### src/rtl/aes_job_ctrl_pkg.sv
// Shared types for the AES job controller: cipher modes, controller states and the queued job record.
package aes_package;

  localparam int JOB_CNT_MAX  = 32;
  localparam int JOB_CORE_MAX = 8;

  typedef enum logic [1:0] {
    AES_ECB_ENC = 2'b00,
    AES_ECB_DEC = 2'b01,
    AES_CBC_ENC = 2'b10,
    AES_CBC_DEC = 2'b11
  } aes_mode_t;

  typedef enum logic [2:0] {
    ST_IDLE,
    ST_LOAD,
    ST_START,
    ST_WAIT,
    ST_STORE,
    ST_DONE
  } ctrl_state_t;

  // Fields are sized for the widest supported build; the controller narrows them on use.
  typedef struct packed {
    logic [JOB_CNT_MAX-1:0]  nb_blocks;
    aes_mode_t               mode;
    logic [JOB_CORE_MAX-1:0] core;
  } job_t;

  function automatic logic is_cbc(input aes_mode_t mode);
    return (mode == AES_CBC_ENC) || (mode == AES_CBC_DEC);
  endfunction

endpackage

### src/rtl/aes_job_ctrl_fifo.sv
// Job queue for the AES controller: DEPTH entries (power of two), synchronous clear wins over push/pop.
module aes_job_fifo
  import aes_package::*;
#(
  parameter int DEPTH = 4
) (
  input  logic                     clk,
  input  logic                     rst,
  input  logic                     clear,
  input  logic                     push,
  input  job_t                     push_data,
  input  logic                     pop,
  output job_t                     pop_data,
  output logic                     full,
  output logic                     empty,
  output logic [$clog2(DEPTH):0]   count
);

  localparam int AW = $clog2(DEPTH);

  job_t          mem [DEPTH];
  logic [AW-1:0] wr_ptr;
  logic [AW-1:0] rd_ptr;
  logic          do_push;
  logic          do_pop;

  assign full     = (count == (AW+1)'(DEPTH));
  assign empty    = (count == '0);
  assign do_push  = push && !full && !clear;
  assign do_pop   = pop && !empty && !clear;
  assign pop_data = mem[rd_ptr];

  always_ff @(posedge clk) begin
    if (do_push) mem[wr_ptr] <= push_data;
  end

  always_ff @(posedge clk or posedge rst) begin
    if (rst) begin
      wr_ptr <= '0;
      rd_ptr <= '0;
      count  <= '0;
    end else if (clear) begin
      wr_ptr <= '0;
      rd_ptr <= '0;
      count  <= '0;
    end else begin
      if (do_push) wr_ptr <= wr_ptr + 1'b1;
      if (do_pop)  rd_ptr <= rd_ptr + 1'b1;
      if (do_push && !do_pop)      count <= count + 1'b1;
      else if (do_pop && !do_push) count <= count - 1'b1;
    end
  end

endmodule

### src/rtl/aes_job_ctrl.sv
// AES job controller: queues jobs and sequences load/engine/store per block, raising a per-core event.
// Optional engine watchdog enabled by defining AES_JOB_CTRL_TIMEOUT_EN.
module aes_job_ctrl
  import aes_package::*;
#(
  parameter  int N_CORES     = 2,
  parameter  int JOB_DEPTH   = 4,
  parameter  int CNT_W       = 16,
  parameter  int TIMEOUT_CYC = 1024,
  localparam int CORE_W      = (N_CORES > 1) ? $clog2(N_CORES) : 1,
  localparam int PEND_W      = $clog2(JOB_DEPTH) + 1
) (
  input  logic               clk_i,
  input  logic               rst_i,
  input  logic               clear_i,
  input  logic               job_valid_i,
  output logic               job_ready_o,
  input  logic [CNT_W-1:0]   job_nb_blocks_i,
  input  aes_mode_t          job_mode_i,
  input  logic [CORE_W-1:0]  job_core_i,
  output logic               load_req_o,
  input  logic               load_ack_i,
  output logic               store_req_o,
  input  logic               store_ack_i,
  output logic               eng_start_o,
  output logic [1:0]         eng_mode_o,
  output logic               eng_chain_o,
  input  logic               eng_done_i,
  output logic [N_CORES-1:0] evt_o,
  output logic               busy_o,
  output logic               err_o,
  output logic [PEND_W-1:0]  pending_o
);

  ctrl_state_t             state_q, state_d;
  aes_mode_t               mode_q;
  logic [JOB_CORE_MAX-1:0] core_q;
  logic [CNT_W-1:0]        remaining_q;
  logic                    first_q;
  logic                    fifo_pop;
  logic                    fifo_full;
  logic                    fifo_empty;
  logic                    timeout;
  job_t                    head;
  job_t                    push_data;

  assign push_data = '{nb_blocks: JOB_CNT_MAX'(job_nb_blocks_i),
                       mode:      job_mode_i,
                       core:      JOB_CORE_MAX'(job_core_i)};

  aes_job_fifo #(.DEPTH(JOB_DEPTH)) u_fifo (
    .clk       (clk_i),
    .rst       (rst_i),
    .clear     (clear_i),
    .push      (job_valid_i),
    .push_data (push_data),
    .pop       (fifo_pop),
    .pop_data  (head),
    .full      (fifo_full),
    .empty     (fifo_empty),
    .count     (pending_o)
  );

  assign job_ready_o = !fifo_full;
  assign busy_o      = (state_q != ST_IDLE);

  always_ff @(posedge clk_i or posedge rst_i) begin
    if (rst_i) state_q <= ST_IDLE;
    else       state_q <= state_d;
  end

  always_comb begin
    state_d     = state_q;
    fifo_pop    = 1'b0;
    load_req_o  = 1'b0;
    store_req_o = 1'b0;
    eng_start_o = 1'b0;
    eng_mode_o  = 2'b00;
    eng_chain_o = 1'b0;
    evt_o       = '0;
    unique case (state_q)
      ST_IDLE: begin
        if (!fifo_empty) begin
          fifo_pop = 1'b1;
          state_d  = (head.nb_blocks == '0) ? ST_DONE : ST_LOAD;
        end
      end
      ST_LOAD: begin
        load_req_o = 1'b1;
        if (load_ack_i) state_d = ST_START;
      end
      ST_START: begin
        eng_start_o = 1'b1;
        eng_mode_o  = mode_q;
        eng_chain_o = is_cbc(mode_q) && !first_q;
        state_d     = ST_WAIT;
      end
      ST_WAIT: begin
        if (eng_done_i)   state_d = ST_STORE;
        else if (timeout) state_d = ST_DONE;
      end
      ST_STORE: begin
        store_req_o = 1'b1;
        if (store_ack_i) state_d = (remaining_q == CNT_W'(1)) ? ST_DONE : ST_LOAD;
      end
      ST_DONE: begin
        for (int i = 0; i < N_CORES; i++) evt_o[i] = (core_q == JOB_CORE_MAX'(i));
        state_d = ST_IDLE;
      end
      default: state_d = ST_IDLE;
    endcase
    if (clear_i) begin
      state_d  = ST_IDLE;
      fifo_pop = 1'b0;
    end
  end

  // Job context latched at pop; chaining only starts after the first stored block.
  always_ff @(posedge clk_i or posedge rst_i) begin
    if (rst_i) begin
      mode_q      <= AES_ECB_ENC;
      core_q      <= '0;
      remaining_q <= '0;
      first_q     <= 1'b0;
    end else if (clear_i) begin
      mode_q      <= AES_ECB_ENC;
      core_q      <= '0;
      remaining_q <= '0;
      first_q     <= 1'b0;
    end else if (state_q == ST_IDLE && !fifo_empty) begin
      mode_q      <= head.mode;
      core_q      <= head.core;
      remaining_q <= head.nb_blocks[CNT_W-1:0];
      first_q     <= 1'b1;
    end else if (state_q == ST_STORE && store_ack_i) begin
      first_q     <= 1'b0;
      remaining_q <= remaining_q - 1'b1;
    end
  end

`ifdef AES_JOB_CTRL_TIMEOUT_EN
  logic [31:0] wait_cnt;
  logic        err_q;

  assign timeout = (state_q == ST_WAIT) && (wait_cnt == 32'(TIMEOUT_CYC - 1));
  assign err_o   = err_q;

  always_ff @(posedge clk_i or posedge rst_i) begin
    if (rst_i) begin
      wait_cnt <= '0;
      err_q    <= 1'b0;
    end else if (clear_i) begin
      wait_cnt <= '0;
      err_q    <= 1'b0;
    end else begin
      if (state_q != ST_WAIT) wait_cnt <= '0;
      else                    wait_cnt <= wait_cnt + 1'b1;
      if (timeout && !eng_done_i) err_q <= 1'b1;
    end
  end
`else
  assign timeout = 1'b0;
  assign err_o   = 1'b0;
`endif

endmodule

### config.mk
export PLATFORM = sky130hd
export DESIGN_NAME = aes_job_ctrl
export DESIGN_NICKNAME = d
export VERILOG_FILES = /design/src/rtl/aes_job_ctrl_pkg.sv /design/src/rtl/aes_job_ctrl_fifo.sv /design/src/rtl/aes_job_ctrl.sv
export SDC_FILE = /design/constraint.sdc
export NUM_CORES = 1
export LEC_CHECK = 0
export BUFFER_PORTS_ARGS = -buffer_cell sky130_fd_sc_hd__buf_2
export CORE_MARGIN = 2
export CORE_UTILIZATION = 55
export CTS_CLUSTER_SIZE = 14
export DETAILED_ROUTE_END_ITERATION = 10
export PLACE_DENSITY_LB_ADDON = 0.25
export SYNTH_ARGS = -nofsm -noshare
export SYNTH_HDL_FRONTEND = slang
export SYNTH_HIERARCHICAL = 1
export SYNTH_SLANG_ARGS = --single-unit
### constraint.sdc
create_clock -name clk_i -period 8.2 [get_ports clk_i]
set_clock_uncertainty 0.05 [all_clocks]
set_input_delay 0.82 -clock clk_i [delete_from_list [all_inputs] [get_ports clk_i]]
set_output_delay 0.82 -clock clk_i [all_outputs]
set_load 0.005 [all_outputs]
# Word level (Yosys, flattened, before mapping)
# Memory sizes are Yosys's and may differ from the RTL's.
# Cells that the tools add are included.
classes:
  eq_ne: 14
  n_mux: 36
  reduce_logical: 27
  n_addsub: 5
ops:
  columns: ["operator", "n"]
  rows:
  - ["$mux W16", 3]
  - ["$logic_not A32 Y1", 1]
  - ["$mux W3", 10]
  - ["$eq A16 B1 Y1 const B", 1]
  - ["$mux W2", 8]
  - ["$mux W8", 2]
  - ["$sub A16 B1 Y16 const B", 1]
  - ["$pmux W3 S5", 1]
  - ["$mux W1", 12]
  - ["$ne A3 B3 Y1 const B", 4]
  - ["$eq A3 B3 Y1 const B", 3]
  - ["$logic_and A1 B1 Y1", 9]
  - ["$reduce_bool A3 Y1", 3]
  - ["$eq A8 B1 Y1 const B", 1]
  - ["$logic_not A8 Y1", 1]
  - ["$eq A3 B2 Y1 const B", 2]
  - ["$logic_not A1 Y1", 6]
  - ["$logic_not A3 Y1", 2]
  - ["$reduce_bool A2 Y1", 3]
  - ["$add A2 B1 Y2 const B", 2]
  - ["$eq A2 B2 Y1 const B", 2]
  - ["$reduce_and A4 Y1", 1]
  - ["$add A3 B1 Y3 const B", 1]
  - ["$eq A3 B1 Y1 const B", 1]
  - ["other kinds (2)", 2]
totals:
  ram_bits: 76
  reg_bits: 37
  wordCells: 91
  mem_count: 1
  out_inout_bits: 14
memory_table:
  columns: ["memory", "depth", "word_bits", "rd", "rd_ports_with_merged_regs", "wr", "line_no", "text"]
  rows:
  - ["u_fifo.mem", 4, 19, 1, 0, 1, "aes_job_ctrl_fifo.sv:21", "job_t mem [DEPTH];"]

# Logic depth before layout (Yosys ltp)
# Gate-level depths: netlist (run 1).
depth:
  depth_word: 10
  depth_mapped: 14

# Modules after synthesis
# The synthesis (run 1) kept the hierarchy.
modules_own_cells:
  columns: ["module", "seq_area_each_um2", "n_inst", "area_per_inst_um2", "cells_each"]
  rows:
  - ["aes_job_fifo", 5220.0, 1, 6623.9, 283]
  - ["aes_job_ctrl", 750.7, 1, 1891.8, 214]

# Least setup slack after synthesis (run 1)
# No wires, ideal clock.
synth_timing:
  path_kind: "register to register"
  startpoint: "register u_fifo.count[2]"
  endpoint: "register u_fifo.count[2]"
  setup_time_ps: 66
  arrival_time_ps: 3047
  period_less_slack_ps: 3164
  t_required_ps: 8084
  path_stages_with_launch: 15
  path_slack_ps: 5036
  cell_sequence: "dfrtp_1 -> buf_2 -> nor3_1 -> or4_1 -> clkbuf_1 -> nor2_1 -> buf_4 -> buf_4 -> buf_2 -> o21ai_0 -> and2_1 -> fa_1 -> a21bo_2 -> a311oi_1 -> o311a_1"
synth_via:
  elab_chain_len: 10
synth_rtl:
  columns: ["element", "line_no", "text"]
  rows:
  - ["start, declared", "aes_job_ctrl_fifo.sv:16", "output logic [$clog2(DEPTH):0] count"]
  - ["start signal, assigned", "aes_job_ctrl_fifo.sv:49", "if (do_push && !do_pop) count <= count + 1'b1;"]
  - ["start signal, assigned", "aes_job_ctrl_fifo.sv:50", "else if (do_pop && !do_push) count <= count - 1'b1;"]
  - ["$logic_not A3 Y1 *", "aes_job_ctrl_fifo.sv:28", "assign empty = (count == '0);"]
  - ["named net fifo_empty", "aes_job_ctrl.sv:42", "logic fifo_empty;"]
  - ["$mux W1 *", "aes_job_ctrl.sv:83", "if (!fifo_empty) begin"]
  - ["$mux W1 *", "aes_job_ctrl.sv:81", "unique case (state_q)"]
  - ["$mux W1 *", "aes_job_ctrl.sv:112", "if (clear_i) begin"]
  - ["named net fifo_pop", "aes_job_ctrl.sv:40", "logic fifo_pop;"]
  - ["$logic_and A1 B1 Y1 * (2 in a row)", "aes_job_ctrl_fifo.sv:30", "assign do_pop = pop && !empty && !clear;"]
  - ["$logic_not A1 Y1", "aes_job_ctrl_fifo.sv:49", null]
  - ["$logic_and A1 B1 Y1", "aes_job_ctrl_fifo.sv:49", null]
  - ["$mux W3", "aes_job_ctrl_fifo.sv:49", null]
  - ["$mux W3", "aes_job_ctrl_fifo.sv:42", "end else if (clear) begin"]
# The timed path passes the listed nets; every way through them passes the cells marked *. The select of a mux whose other input is x is not followed.
# A chain may end at the register's enable or synchronous reset.

# Worst setup path in the final report (run 1)
layout_timing:
  startpoint: "register u_fifo.count[1]"
  endpoint: "register u_fifo.count[2]"
layout_via:
  elab_chain_len: 10
layout_rtl:
  columns: ["element", "line_no"]
  rows:
  - ["$logic_not A3 Y1 *", "aes_job_ctrl_fifo.sv:28"]
  - ["named net fifo_empty", "aes_job_ctrl.sv:42"]
  - ["$mux W1", "aes_job_ctrl.sv:83"]
  - ["$mux W1", "aes_job_ctrl.sv:81"]
  - ["$mux W1", "aes_job_ctrl.sv:112"]
  - ["$logic_and A1 B1 Y1 * (2 in a row)", "aes_job_ctrl_fifo.sv:30"]
  - ["$logic_not A1 Y1", "aes_job_ctrl_fifo.sv:49"]
  - ["$logic_and A1 B1 Y1", "aes_job_ctrl_fifo.sv:49"]
  - ["$mux W3", "aes_job_ctrl_fifo.sv:49"]
  - ["$mux W3", "aes_job_ctrl_fifo.sv:42"]
# Marks and branches as above.

==> impl_metrics.toml, run 1 <==
[timing]
setup_tns_ns = 0
rsz0062_at_grt = "false"
tightestPinTransition_ns = 1.25
slew_headroom = 0.168
drv_slew = 0
fin_crit_sh = 0.494
min_period_ns = 4.05
setup_viol = 0
hold_violations = 0
holdWs_ns = 0.211
fmax_ghz = 0.247

[layout]
nets = 663
drive_above_1_share = 0.217
mostFrequentLayoutCell = "edfxtp_1"
area_growth_pct = 16.3
final_cell_mix = "edfxtp_1 (168), conb_1 (93), mux4_2 (42)"
finalNonFillerCells = 833
final_util = 0.654
antennaDiodeCount = 0

[placed_design]
hpwlAfterDp_um = 9570
gp_congestion = 0.856
io_buffers = 38
dp.cells = 794

[floorplanning]
dieHeight_um = 128
die_area_um2 = 16500
rows = 45
initial_utilization = 0.562
die_w_um = 128
core_area_um2 = 15100
num_io_pins = 40

[global_routing]
grt_pass1_wl_um = 25500
grt_usage = 0.202
overflow = 0
grt_start_max_net_pins = 44
antenna_found_initial = 0
grt_pass1_vias = 4870

[setup_path]
cp_max_fo = 30
worstSetupStartpointType = "register"
path_class = "register to register"
reg2reg_depth = 9
end_kind = "register"
crit_arrival_ns = 4.44
crit_required_ns = 8.59

[pwr]
clockPowerShare = 0.310
switching_power_mw = 0.879
seq_power_share = 0.454
power_frac_comb = 0.236
leakagePower_nw = 3.62
vdd_drop_max_mv = 0.168
power_density_nw_per_um2 = 302
p_sw_frac = 0.294
fin_total_pwr_mw = 2.99
p_int_mw = 2.12

[clock_network]
cts_sinks = 205
cts_setup_buffers = 0
clock_path_buffers = 3
cts_resized = 0
cts_root_buf = "clkbuf_16"
cts_hold_buf = 0
h-tree-depth = 1
clkLatencyLatePin_ns = 0.50
clk_pin_slew_ns = 0.06
cts_tree = "yes"
cts_made_buffers = 22

[synthesis]
synth.cell_area_um2 = 8520
ys_types = 67
yosysSeqAreaShare = 0.701
synth_cells = 497
avgSynthCellArea_um2 = 17.1
synth_seq_cells = 205
synth-edff-count = 168
ys.flop_type = "edfxtp_1"
synth_warnings = 6
async_reset_ff_frac = 0.180

[route]
via_per_inst = 5.61
wirelength_um = 15600
drc = 0
dr.pass1.iters = 7
first_iter_violations = 303
dr_total_vias = 4669
ant_nets = 0
wl_per_cell_um = 18.8

[outcome]
status = "complete, no violations"

[job]
drv_cap = 0

[hold_path]
hold_path_class = "primary input to async pin"
==> layer usage <==
metal | wire (µm) | track usage
met5 | 0 | 0
met3 | 796 | 0.0358
met1 | 6700 | 0.272
met2 | 7690 | 0.335
met4 | 457 | 0.0730
==> cell type report <==
cell class                 count  area, µm²
clock buffer                  28        604
clock inverter                11       83.8
fill                        1054       5240
inverter                      17       63.8
multi-input combinational    337       2680
sequential                   205       5970
tap                          188        235
timing repair buffer          47        258
==> final timing paths <==
check / from / to / slack, ns
setup reg to reg: u_fifo/count[1] / u_fifo/count[2] / 4.15
hold reg to reg: first_q / first_q / 0.43
hold / removal: rst_i / u_fifo/wr_ptr[0] / 0.21
setup / recovery: u_fifo/count[1] / u_fifo/count[2] / 4.15
max in group asynchronous: rst_i / core_q[2] / 7.42
min in group clk_i: first_q / first_q / 0.43
==> Yosys cell counts (all sizes together) (2+ instances only) <==
library cell / instances / area (µm²)
edfxtp: 168 / 5040
mux4: 42 / 946
dfrtp: 37 / 926
nor2: 26 / 97.6
buf: 17 / 108
inv: 17 / 63.8
nor3: 14 / 75.1
clkbuf: 13 / 48.8
o21ai: 13 / 65.1
nor4: 12 / 81.3
a21oi: 11 / 55.1
a22o: 11 / 96.3
and2: 9 / 56.3
nand2: 9 / 33.8
and3: 6 / 37.5
ha: 6 / 75.1
nand3: 6 / 30.0
a31oi: 5 / 31.3
a211oi: 4 / 30.0
a22oi: 4 / 30.0
a2bb2oi: 4 / 35.0
or3: 4 / 30.0
or4: 4 / 30.0
nand3b: 3 / 22.5
nand4: 3 / 18.8
nor2b: 3 / 18.8
nor3b: 3 / 27.5
a2111oi: 2 / 18.8
a221o: 2 / 20.0
a311oi: 2 / 17.5
and4: 2 / 17.5
mux2: 2 / 26.3
mux2i: 2 / 20.0
nor4b: 2 / 23.8
nor4bb: 2 / 20.0
o21a: 2 / 15.0
o221ai: 2 / 17.5
o31ai: 2 / 15.0
or2: 2 / 12.5
xor2: 2 / 17.5
==> power by group through the flow <==
stage	Combinational (mW)	Clock, mW	Sequential (mW)
2_1_floorplan	0.592	0	1.32
3_3_place_gp	0.683	0	1.37
3_5_place_dp	0.703	0	1.38
4_1_cts	0.707	0.948	1.36
5_1_grt	0.778	0.987	1.38
6_report	0.707	0.929	1.36
==> metrics by stage <==
step	setup WS (ns)	area (µm²)
2_1_floorplan	5.04	8860
3_3_place_gp	4.36	9210
3_5_place_dp	4.25	9210
4_1_cts	4.23	9900
5_1_grt	3.91	9900
6_report	4.15	9900
==> worst max-delay path: stages, from the launching register on <==
cell      delay, ns
dfrtp_1        0.55
nor3_1         0.17
or4_1          0.63
nor2_2         1.01
o21ai_0        0.22
and2_1         0.22
fa_1           0.44
a21bo_2        0.24
a311oi_1       0.26
o311a_1        0.19
==> state kept, by name, summed over array words and instances (netlist names) <==
name,flops
core_q,8
first_q,1
mode_q,2
remaining_q,16
state_q,3
u_fifo/count,3
u_fifo/mem,168
u_fifo/rd_ptr,2
u_fifo/wr_ptr,2
==> cells by family after synthesis <==
| family | share of synthesized area |
|---|---|
| DFF | 0.701 |
| and+or+nand+nor | 0.0768 |
| AOI/OAI and AO/OA | 0.0649 |
| buffers and inverters | 0.0259 |
| muxes | 0.117 |
| adders and majority gates | 0.0112 |
| xor gates and xnor gates | 0.00309 |
| other | 0.000440 |
Power figures use the tool's default switching activity.
==> inputs of run 2 (changes only) <==
clock period = 3.3 ns   (was 8.2 ns; I/O delays follow)
==> run 2 against run 1 <==
Critical path depth is 3 lower. Clock power is 150% higher. Combinational power rose to 2.8 times the previous value. Cell count rose by 2.6%. Via count is 3.3% higher. Sequential share of layout area decreased by 1.5 points. Routed wire length is 3.3% higher. Die area unchanged. First-iteration DRC count is 62% higher. Count of clock-buffer cells in the layout is 2 higher. Setup slack lost 3.8 ns. Total power increased to 2.5 times the previous value. Largest power group unchanged.
==> impl_metrics.toml, run 2 (synthesized netlist as in run 1, its figures left out) <==
[global_routing]
grt_start_max_net_pins = 43
use_met3 = 0.0333
use_met1 = 0.277
overflow = 0
grt_pass1_wl_um = 26200
grt_pass1_vias = 5012
antenna_found_initial = 0
met2_usage = 0.350
grt_usage = 0.206
busiest_layer = "met2"

[timing]
fin_crit_sh = 0.907
hold_violations = 0
min_period_ns = 2.99
setup_viol = 0
tightestPinTransition_ns = 0.866
drv_slew = 0
slew_headroom = 0.418
fin_ws_ns = 0.306
fmax_ghz = 0.334
setup_tns_ns = 0
rsz0062_at_grt = "false"

[outcome]
status = "complete, no violations"

[layout]
largest-register = "u_fifo/mem"
area_growth_pct = 19.2
finalInstanceArea_um2 = 10100
nets = 685
top_regs = "u_fifo/mem: 168 flops, remaining_q: 16 flops, core_q: 8 flops"
fillers = 1011
drive_above_1_share = 0.223
final_cell_mix = "edfxtp_1 (168), conb_1 (93), mux4_2 (42)"
largest_reg_flops = 168
antennaDiodeCount = 0
final_util = 0.670
mostFrequentLayoutCell = "edfxtp_1"

[floorplanning]
die_area_um2 = 16500
core_area_um2 = 15100
initial_utilization = 0.562
die_w_um = 128
rows = 45
num_io_pins = 40
dieHeight_um = 128

[clock_network]
cts_made_buffers = 22
cts_setup_buffers = 0
cts_root_buf = "clkbuf_16"
cts_sinks = 205
clock_path_buffers = 3
h-tree-depth = 1
clkLatencyLatePin_ns = 0.50
cts_tree = "yes"
clk_pin_slew_ns = 0.06

[setup_path]
worstSetupStartpointType = "register"
end_kind = "register"
path_class = "register to register"
crit_arrival_ns = 3.29
crit_required_ns = 3.60
cp_max_fo = 28

[placed_design]
place_ws_ns = 0.322
io_buffers = 38
place_area_um2 = 9360
hpwlAfterDp_um = 10100
gp_congestion = 0.895

[hold_path]
hold_path_class = "primary input to register"

[route]
dr_total_vias = 4823
first_iter_violations = 491
dr.pass1.iters = 5
ant_nets = 0
wirelength_um = 16200
drc = 0
wl_per_cell_um = 18.9
via_per_inst = 5.64

[job]
drv_cap = 0

[pwr]
power_density_nw_per_um2 = 745
leakagePower_nw = 3.73
vdd_drop_max_mv = 0.429
## run 2: cell count changes in the layout (fill, tap and decap cells not counted), sizes merged
cell         delta
buf            +11
dlygate4sd3    +11
clkbuf          +2
clkinv          -1
clkinvlp        -1
## run 2: worst paths after layout
kind                       depth (start not counted)  slack [ns]                 to           startpoint
min reg2reg                                        1        0.44            first_q              first_q
max reg2reg                                        6        0.31         state_q[2]     u_fifo/rd_ptr[0]
min in group asynchronous                          3        0.27    u_fifo/count[1]                rst_i
min                                                1        0.01  u_fifo/mem[0][22]  job_nb_blocks_i[12]
max in group asynchronous                          4        2.18     remaining_q[2]                rst_i
max                                                6        0.31         state_q[2]     u_fifo/rd_ptr[0]
## run 2: area by class of cell
cell class	instances	area, µm²	share of cell area
Tap cell	188	235	0.0232
Multi-Input combinational cell	337	2680	0.264
Clock inverter	9	67.6	0.00666
Inverter	17	63.8	0.00629
Timing Repair Buffer	69	513	0.0505
Clock buffer	30	612	0.0603
Sequential cell	205	5970	0.589
## run 2: critical path: stages (launching register included)
cell and delay [ns]:
dfrtp_2 0.41, buf_12 0.26, mux4_2 0.57, nor4_1 0.39, nand4_1 0.18, or4_1 0.52, a2111oi_1 0.46
## run 2: metrics by stage
stage | power (mW) | std cells | hold slack [ns]
finish | 7.56 | 855 | 0.0149
global placement | 5.19 | 805 | 0.238
floorplan | 4.75 | 589 | 0.0834
CTS | 7.59 | 855 | 0.00363
global route | 7.94 | 855 | 0.000978
detailed placement | 5.26 | 805 | 0.256
## run 2: routing by layer
metal  part of all wire  up-vias
li1                   -     2226
met1               0.42     2432
met2               0.51      140
met3              0.050       25
met4              0.025        0
met5                  0        -
## run 2: report_power, final
| group | switching, mW | total [mW] | leakage, nW | internal, mW |
|---|---|---|---|---|
| sequential | 0.188 | 3.29 | 2.02 | 3.10 |
| clock | 0.935 | 2.31 | 0.338 | 1.37 |
| combinational | 1.09 | 1.96 | 1.38 | 0.874 |
## run 2: repair_timing
| item | CTS | global route |
|---|---|---|
| gates resized for setup | 0 | 0 |
| endpoints found under the hold margin | 55 | 0 |
| hold buffers | 11 | 0 |
==> inputs of run 3 (changes only) <==
--- a/config.mk
+++ b/config.mk
@@ -7,2 +7,3 @@
 export LEC_CHECK = 0
+export ABC_AREA = 1
 export BUFFER_PORTS_ARGS = -buffer_cell sky130_fd_sc_hd__buf_2
--- a/constraint.sdc
+++ b/constraint.sdc
@@ -4,2 +4,2 @@
 set_output_delay 0.33 -clock clk_i [all_outputs]
-set_load 0.005 [all_outputs]
+set_load 0.1 [all_outputs]
==> run 3 against run 2 <==
Maximum frequency increased by 22%. Setup slack improved by 0.55 ns. Sequential power about the same. Count of clock-buffer cells in the layout decreased by 2. Clock power increased by 3%. Synthesized area increased by 4.2%. Routed wire length increased by 12%. Cell area increased by 3.4%. Die area increased by 4.0%. Total power increased by 6.2%. Highest routed layer unchanged.
==> impl_metrics.toml, run 3 <==
[clock_network]
cts_root_buf = "clkbuf_16"
h-tree-depth = 1
cts_setup_buffers = 0
cts_resized = 0
cts_made_buffers = 22
clock_path_buffers = 3
clkLatencyLatePin_ns = 0.52
cts_tree = "yes"
cts_hold_buf = 17
clk_pin_slew_ns = 0.06
cts_sinks = 205

[synthesis]
synth-compound-area-share = 0.104
synth_area_leaders = "edfxtp_1 (57%), dfrtp_1 (10%), nor2_1 (6.7%)"
synth_xor_xnor_area_share = 0.00197
yosysMostFrequentCell = "edfxtp_1"
synth_cells = 797
avgSynthCellArea_um2 = 11.1
yosysSeqAreaShare = 0.673
yosys.area_share.adder = 0.0107
synth_mux_area_frac = 0
synth_warnings = 6
yosysTopAreaCell = "edfxtp_1"
ys_types = 38
synthSimpleGateAreaFrac = 0.160
synth_seq_cells = 205
synth_commonest_cells = "edfxtp_1 (168), nor2_1 (158), nand2_1 (108), o21ai_0 (86), inv_1 (55)"
synth.cell_area_um2 = 8870
ys.flop_type = "edfxtp_1"
synth-edff-count = 168
async_reset_ff_frac = 0.180
synth_top_family_by_area = "simple AND/OR/NAND/NOR gates"
synth_top_area_share = 0.569

[placed_design]
place_ws_ns = 0.876
gp_congestion = 0.869
io_buffers = 38
dp.cells = 1119
hpwlAfterDp_um = 10700
place_area_um2 = 9610

[hold_path]
hold_depth = 1
min-delay-start = "job_nb_blocks_i[11]"
hold_path_class = "primary input to register"
whs_endpoint = "u_fifo/mem[2][21]"

[pwr]
leakagePower_nw = 4.20
power_density_nw_per_um2 = 765
fin_total_pwr_mw = 8.03
vdd_drop_max_mv = 0.476

[route]
wl_met3_um = 747
wl_met1_um = 8220
ant_nets = 0
dr_total_vias = 5926
drc = 0
highest_layer = "met4"
dr.pass1.iters = 4
dr_wl_met2_um = 8720
via_per_inst = 5.04
wl_per_cell_um = 15.3
first_iter_violations = 460
wirelength_um = 18000

[timing]
slew_headroom = 0.474
hold_violations = 0
fin_crit_sh = 0.741
rsz0062_at_grt = "false"
tightestPinTransition_ns = 0.788
fin_ws_ns = 0.855
drv_slew = 0
holdWs_ns = 0.00206
setup_viol = 0
min_period_ns = 2.45
setup_tns_ns = 0
fmax_ghz = 0.409

[layout]
drive_above_1_share = 0.127
finalNonFillerCells = 1176
largest_reg_flops = 168
mostFrequentLayoutCell = "edfxtp_1"
final_cell_mix = "edfxtp_1 (168), nor2_1 (154), nand2_1 (108)"
nets = 977
finalInstanceArea_um2 = 10500
antennaDiodeCount = 0
top_regs = "u_fifo/mem: 168 flops, remaining_q: 16 flops, core_q: 8 flops"
largest-register = "u_fifo/mem"
fillers = 1185
final_util = 0.663
area_growth_pct = 18.3

[floorplanning]
core_area_um2 = 15800
initial_utilization = 0.560
die_w_um = 131
die_area_um2 = 17200
rows = 46
dieHeight_um = 131
num_io_pins = 40

[setup_path]
critPathMaxStageDelay_ns = 0.45
path_class = "register to register"
worstSetupStartpointType = "register"
r2r_end = "u_fifo/count[2]"
cp_slowest_cell = "dfrtp_1"
cp_max_fo = 19
reg2reg_depth = 15
worstPathCellList = "inv_2, nand2_2, inv_1, inv_1, nand3_4, inv_4, nand2_4, nand3_4, inv_1, fa_1, xor2_1, nand3b_1, nand2_1, nand2_1, nand2_1"
r2r_slack_ns = 0.85
r2r-start = "u_fifo/count[2]"
cp-startpoint = "u_fifo/count[2]"
crit_arrival_ns = 2.80
crit_required_ns = 3.66
end_kind = "register"

[global_routing]
overflow = 0
grt_start_max_net_pins = 86
grt_usage = 0.218
grt_pass1_vias = 5742
antenna_found_initial = 0
grt_pass1_wl_um = 28800

[job]
drv_cap = 0

[outcome]
status = "complete, no violations"
==> run 3: cell count changes after synthesis, moves of 38 or more <==
cell and delta:
nor2_1 +132, inv_1 +38, nand2_1 +99, o22ai_1 +42
o21ai_0 +73, mux4_2 -42
==> run 3: layout make-up <==
cell class | count | area (µm²) | area share
multi-input cells | 587 | 2830 | 0.270
inverters | 64 | 255 | 0.0243
clock buffers | 28 | 583 | 0.0556
repair buffers | 64 | 453 | 0.0432
flip-flops and latches | 205 | 5970 | 0.569
well taps | 216 | 270 | 0.0258
clock inverters | 12 | 128 | 0.0122
==> run 3: how the worst max path moves through the flow <==
stage	to	slack (ns)
after floorplan	u_fifo/mem[0][0]	-0.44
after global placement	u_fifo/count[2]	0.93
after detailed placement	u_fifo/count[2]	0.88
after CTS	evt_o[1]	0.84
after global routing	u_fifo/count[2]	0.66
final	u_fifo/count[2]	0.85
==> run 3: layer usage <==
layer	up-vias	track usage
met5	-	0
met4	0	0.0713
met3	21	0.0346
met2	122	0.361
met1	2822	0.300
li1	2961	-
==> run 3: logic make-up (layout without fill, tap and decap cells) <==
group | count (synthesis) | after routing
xor gates and xnor gates | 2 | 2
buffers and inverters | 97 | 168
adders and majority gates | 7 | 7
DFF | 205 | 205
and+or+nand+nor | 323 | 323
AOI/OAI and AO/OA | 162 | 162
other | 1 | 93
==> run 3: critical path, delay by kind of cell, from the launching register on <==
| kind | cells | cell delay (ns) |
|---|---|---|
| adders and majority gates | 1 | 0.38 |
| DFF | 1 | 0.45 |
| and+or+nand+nor | 8 | 0.76 |
| buffers and inverters | 5 | 0.53 |
| xor gates and xnor gates | 1 | 0.17 |
==> run 3: power breakdown <==
group	switching, mW	internal, mW	leakage [nW]
Sequential	0.189	3.11	2.01
Combinational	1.69	0.649	1.85
Clock	0.977	1.41	0.345
Total	2.86	5.17	4.20
